===== src/rtl/spart_pkg.sv =====
// Shared SPART definitions: frame defaults and the receive state encoding.
package spart_pkg;

  localparam int unsigned SpartDataBits   = 8;
  localparam int unsigned SpartOversample = 16;

  typedef enum logic [1:0] {
    RxIdle,
    RxStart,
    RxData,
    RxStop
  } rx_state_e;

endpackage


===== src/rtl/rx_sync.sv =====
// Two-flop synchronizer for an asynchronous level; resets to 1 (line idle).
module rx_sync (
  input  logic clk_i,
  input  logic rst_ni,
  input  logic d_i,
  output logic q_o
);

  logic [1:0] sync_q, sync_d;

  always_comb begin
    sync_d = {sync_q[0], d_i};
  end

  always_ff @(posedge clk_i or negedge rst_ni) begin
    if (!rst_ni) begin
      sync_q <= 2'b11;
    end else begin
      sync_q <= sync_d;
    end
  end

  assign q_o = sync_q[1];

endmodule


===== src/rtl/spart_rx.sv =====
// SPART receiver: 8N1 deserializer driven by the 16x oversample tick, with rda/frame/overrun flags.
module spart_rx
  import spart_pkg::*;
#(
  parameter int unsigned DATA_BITS  = SpartDataBits,
  parameter int unsigned OVERSAMPLE = SpartOversample
) (
  input  logic                 clk,
  input  logic                 rst,
  input  logic                 en,
  input  logic                 rxd,
  input  logic                 rd_ack,
  output logic [DATA_BITS-1:0] rx_data,
  output logic                 rda,
  output logic                 frame_err,
  output logic                 overrun
);

  localparam int unsigned TickW = $clog2(OVERSAMPLE);
  localparam int unsigned IdxW  = $clog2(DATA_BITS);

  localparam logic [TickW-1:0] TickMid = TickW'(OVERSAMPLE / 2 - 1);
  localparam logic [TickW-1:0] TickEnd = TickW'(OVERSAMPLE - 1);
  localparam logic [IdxW-1:0]  IdxEnd  = IdxW'(DATA_BITS - 1);

  logic rxd_s;

  rx_sync u_rxd_sync (
    .clk_i  (clk),
    .rst_ni (rst),
    .d_i    (rxd),
    .q_o    (rxd_s)
  );

  rx_state_e            state_q, state_d;
  logic [TickW-1:0]     tick_q, tick_d;
  logic [IdxW-1:0]      idx_q, idx_d;
  logic [DATA_BITS-1:0] shift_q, shift_d;
  logic [DATA_BITS-1:0] data_q, data_d;
  logic                 rda_q, rda_d;
  logic                 ferr_q, ferr_d;
  logic                 ovr_q, ovr_d;

  always_comb begin
    state_d = state_q;
    tick_d  = tick_q;
    idx_d   = idx_q;
    shift_d = shift_q;
    data_d  = data_q;
    rda_d   = rda_q;
    ferr_d  = ferr_q;
    ovr_d   = ovr_q;

    if (rd_ack) begin
      rda_d = 1'b0;
      ovr_d = 1'b0;
    end

    if (en) begin
      unique case (state_q)
        RxIdle: begin
          if (!rxd_s) begin
            state_d = RxStart;
            tick_d  = '0;
          end
        end
        RxStart: begin
          if (tick_q == TickMid) begin
            // Line back high at mid-start means a glitch, not a start bit.
            state_d = rxd_s ? RxIdle : RxData;
            tick_d  = '0;
            idx_d   = '0;
          end else begin
            tick_d = tick_q + TickW'(1);
          end
        end
        RxData: begin
          if (tick_q == TickEnd) begin
            tick_d  = '0;
            shift_d = {rxd_s, shift_q[DATA_BITS-1:1]};
            idx_d   = idx_q + IdxW'(1);
            if (idx_q == IdxEnd) begin
              state_d = RxStop;
            end
          end else begin
            tick_d = tick_q + TickW'(1);
          end
        end
        RxStop: begin
          if (tick_q == TickEnd) begin
            tick_d  = '0;
            data_d  = shift_q;
            ferr_d  = ~rxd_s;
            rda_d   = 1'b1;
            // An ack landing with the load consumes the old byte, so no overrun.
            ovr_d   = rd_ack ? 1'b0 : (ovr_q | rda_q);
            state_d = RxIdle;
          end else begin
            tick_d = tick_q + TickW'(1);
          end
        end
        default: state_d = RxIdle;
      endcase
    end
  end

  always_ff @(posedge clk or negedge rst) begin
    if (!rst) begin
      state_q <= RxIdle;
      tick_q  <= '0;
      idx_q   <= '0;
      shift_q <= '0;
      data_q  <= '0;
      rda_q   <= 1'b0;
      ferr_q  <= 1'b0;
      ovr_q   <= 1'b0;
    end else begin
      state_q <= state_d;
      tick_q  <= tick_d;
      idx_q   <= idx_d;
      shift_q <= shift_d;
      data_q  <= data_d;
      rda_q   <= rda_d;
      ferr_q  <= ferr_d;
      ovr_q   <= ovr_d;
    end
  end

  assign rx_data   = data_q;
  assign rda       = rda_q;
  assign frame_err = ferr_q;
  assign overrun   = ovr_q;

endmodule


===== config.mk =====
export PLATFORM = sky130hd
export DESIGN_NAME = spart_rx
export DESIGN_NICKNAME = d
export VERILOG_FILES = /design/src/rtl/spart_pkg.sv /design/src/rtl/rx_sync.sv /design/src/rtl/spart_rx.sv
export SDC_FILE = /design/constraint.sdc
export NUM_CORES = 1
export LEC_CHECK = 0
export ABC_CLOCK_PERIOD_IN_PS = 2500
export BUFFER_PORTS_ARGS = -buffer_cell sky130_fd_sc_hd__buf_2
export CORE_ASPECT_RATIO = 1.5
export CORE_UTILIZATION = 55
export CTS_CLUSTER_SIZE = 24
export DETAILED_ROUTE_END_ITERATION = 7
export GPL_TIMING_DRIVEN = 1
export PLACE_DENSITY = 0.77
export SLEW_MARGIN = 10
export SYNTH_ARGS = -nofsm -noshare
export SYNTH_HDL_FRONTEND = slang
export SYNTH_HIERARCHICAL = 1
export SYNTH_SLANG_ARGS = --single-unit

===== constraint.sdc =====
create_clock -name clk -period 2.5 [get_ports clk]
set_clock_uncertainty 0.05 [all_clocks]
set_input_delay 0.5 -clock clk [delete_from_list [all_inputs] [get_ports clk]]
set_output_delay 0.5 -clock clk [all_outputs]
set_load 0.02 [all_outputs]

==> impl_metrics.toml <==
[setup_path]
worstSetupEndpointType = "flop"
timing.critical_path.to = "shift_q[5]"
crit_fanout = 12
critical-path-top-delay-family = "simple AND/OR/NAND/NOR gates"
critical_path.max_stage_delay_ps = 530
worst_r2r_path_depth = 3
cp_data_required_time_ps = 2660
start_kind = "flop"
timing.critical_path.buf_inv = 0
cp_num_cells = 3
timing.setup.critical_path_class = "reg2reg"
critical_path_arrival_ps = 1890
crit_path_top_delay_cell = "sky130_fd_sc_hd__dfrtp_1"
path_cells = "and4_1, and3b_1, mux2_2"
reg2reg_setup_slack_ps = 770
worstReg2RegEnd = "shift_q[5]"

[logic_synthesis]
post_synthesis_xor_xnor_area_fraction_pct = 0.6393
netlist-cell-type-count = 34
yosysWarnings = 6
post_synth_mux_area_share_pct = 20.91
yosysSeqAreaShare_pct = 54.98
synth-compound-area-share_pct = 7.123
syn-num-nets = 103
synth_area_per_cell_um2 = 14.42
synth_top_family_by_area = "multiplexers"
synthSimpleGateAreaFrac_pct = 9.498
netlist_area_um2 = 1370
post_synth_inst_count = 95
yosys.area_share.adder_pct = 2.740
yosys_register_bits = 30

[die]
core_area_um2 = 2286
die-width_um = 42.75
placement_rows = 21
starting_density_of_the_core_pct = 59.93
io_pins = 16
die_h_um = 63.13
dieArea_um2 = 2699

[timing]
report.final.setup_viol = 0
max_freq_ghz = 0.5769
setup_total_negative_slack_ps = 0
tightestPinTransition_ps = 631.7
timing.slew.headroom_pct = 57.89
report.final.hold_viol_count = 0
rsz0062_at_grt = "no"
period_minus_slack_ps = 1734
final.period_utilization_pct = 69.34
report.final.slew_viol_count = 0

[cts]
post_cts_setup_inserts = 0
clock_latency_ps = 330
root_buffer = "sky130_fd_sc_hd__clkbuf_4"
ctsHoldBuffers = 0
tritoncts_clock_tree = "done"
cts_inserted_buffers = 5
clock_sinks = 30
cts_resized = 0
cts_buffer_depth = 2
cts_max_level = 2
clkTransAtPathRegs_ps = 100

[run]
maxCapViolations = 0

[global_routing]
via_count_of_the_first_global_routing_pass = 780
antenna_found_initial = 0
maximum_number_of_pins_on_one_net_before_global_route_repair = 31
grtUsageTotal_pct = 17.28
grt_first_pass_wirelength_um = 3374
overflow = 0

[layout]
fillerInstances = 192
multi_input_comb_area_um2 = 560.5
mostFrequentLayoutCells = "sky130_fd_sc_hd__dfrtp_1 (28), sky130_fd_sc_hd__buf_2 (15), sky130_fd_sc_hd__mux2_2 (13), sky130_fd_sc_hd__mux2_4 (8), sky130_fd_sc_hd__clkbuf_4 (5)"
register_area_um2 = 753.2
finish.net_count = 121
area_growth_pct = 9.954
final_cell_area_um2 = 1506
final_layout_size_suffix_gt1_share_pct = 44.74
final_common_cell = "sky130_fd_sc_hd__dfrtp_1"
antennaDiodeCount = 0

[route]
postRouteWirelength_um = 1866
route.detailed.wl_per_inst_um = 13.62
detail_route.vias_per_cell = 5.715
ant_nets = 0
post-route-drc-count = 0
detail_route.first_pass.iterations = 4
routed-via-count = 783
detail_route.iter0.violations = 12

[pwr]
static-leakage-power_nw = 0.8092
vdd_drop_max_mv = 0.5904
cellPowerDensity_nw_per_um2 = 835.8

[placed_design]
io_buffers = 15
placer_congestion_estimate = 0.6870
standard_cell_area_after_detailed_placement_um2 = 1429
hpwlAfterDp_um = 1327

[status]
outcome = "finished, final reports clean"

[min_path]
timing.hold.worst.class = "in2async"
state kept, by name (all words and copies together), names as in the netlist, 2 cells and up, named ones only:
register and cells:
rx_data 8, shift_q 8, tick_q 4, idx_q 3, u_rxd_sync/sync_q 2
metrics by stage:
stage / setup slack [ps] / utilization, % / instances / power, mW / hold WS [ps]
floorplan: 1010 / - / 95 / 0.8631 / 154.4
global placement: 723.9 / 62.51 / 129 / 0.8857 / 296.1
detailed placement: 668.6 / 62.51 / 129 / 0.8983 / 303.9
CTS: 763.2 / 65.90 / 137 / 1.279 / 133.9
global route: 652.4 / 65.90 / 137 / 1.341 / 159.5
finish: 766.5 / 65.90 / 137 / 1.259 / 135.5
kinds of logic after synthesis:
kind of cell,Yosys count
mux,23
fa+ha+maj,3
flops,30
buf+inv,7
xor+xnor,1
simple gates,19
compound gates,12
where the power goes:
part	switching, mW	total [mW]	internal, mW
registers	0.0922	0.637	0.545
logic	0.120	0.253	0.133
clock network	0.162	0.369	0.207
total	0.374	1.26	0.885
synth_stat cells:
cell	count	area share [%]
sky130_fd_sc_hd__nor2b_1	1	0.46
sky130_fd_sc_hd__a21oi_2	1	0.64
sky130_fd_sc_hd__dfrtp_1	28	51
sky130_fd_sc_hd__mux2_4	8	8.8
sky130_fd_sc_hd__a211oi_1	1	0.55
sky130_fd_sc_hd__a21o_1	1	0.55
sky130_fd_sc_hd__o2bb2ai_1	2	1.3
sky130_fd_sc_hd__buf_6	4	3.3
sky130_fd_sc_hd__nand2b_1	1	0.46
sky130_fd_sc_hd__ha_1	3	2.7
sky130_fd_sc_hd__xnor2_1	1	0.64
sky130_fd_sc_hd__and4_1	1	0.64
sky130_fd_sc_hd__nor3b_1	1	0.55
sky130_fd_sc_hd__a22o_2	1	0.73
sky130_fd_sc_hd__and2_1	2	0.91
sky130_fd_sc_hd__or3b_1	1	0.64
sky130_fd_sc_hd__nand4_1	1	0.46
sky130_fd_sc_hd__and3b_1	3	1.9
sky130_fd_sc_hd__nand3b_1	1	0.55
sky130_fd_sc_hd__nor2_1	2	0.55
sky130_fd_sc_hd__and2b_2	1	0.64
sky130_fd_sc_hd__a21oi_1	1	0.36
sky130_fd_sc_hd__mux2i_1	2	1.5
sky130_fd_sc_hd__o22ai_1	1	0.46
sky130_fd_sc_hd__inv_1	3	0.82
sky130_fd_sc_hd__mux2_2	13	11
sky130_fd_sc_hd__a311o_1	1	0.73
sky130_fd_sc_hd__nand2_1	1	0.27
sky130_fd_sc_hd__o211a_1	1	0.73
sky130_fd_sc_hd__nand3_1	2	0.73
sky130_fd_sc_hd__a21bo_2	1	0.73
sky130_fd_sc_hd__nand3_2	1	0.73
sky130_fd_sc_hd__o21ai_0	1	0.36
sky130_fd_sc_hd__dfstp_2	2	3.8
metal layers:
| layer | track usage, % | up-vias | share of wire, % |
|---|---|---|---|
| met4 | 11.72 | 0 | 3.1 |
| met2 | 26.52 | 15 | 51 |
| met3 | 6.877 | 5 | 4.2 |
| met5 | 0 | - | 0 |
| li1 | - | 379 | - |
| met1 | 19.11 | 384 | 41 |
final cells by class:
| class | instances | share of cell area, % |
|---|---|---|
| Sequential cell | 30 | 50.00 |
| Clock inverter | 3 | 2.658 |
| Multi-Input combinational cell | 58 | 37.21 |
| Clock buffer | 5 | 2.492 |
| Tap cell | 23 | 1.910 |
| Timing Repair Buffer | 15 | 4.983 |
| Inverter | 3 | 0.7475 |
worst min path at each step:
stage / start / to / slack (ps) / depth (start not counted)
after floorplan: rst / async pin / 150 / 0
after global placement: u_rxd_sync/sync_q[0] / u_rxd_sync/sync_q[1] / 300 / 0
after detailed placement: u_rxd_sync/sync_q[0] / u_rxd_sync/sync_q[1] / 300 / 0
after CTS: rst / rx_data[5] / 130 / 1
after global routing: rst / rx_data[2] / 160 / 1
final: rst / rx_data[5] / 140 / 1
Note: power is estimated with default switching activity, not from simulation.
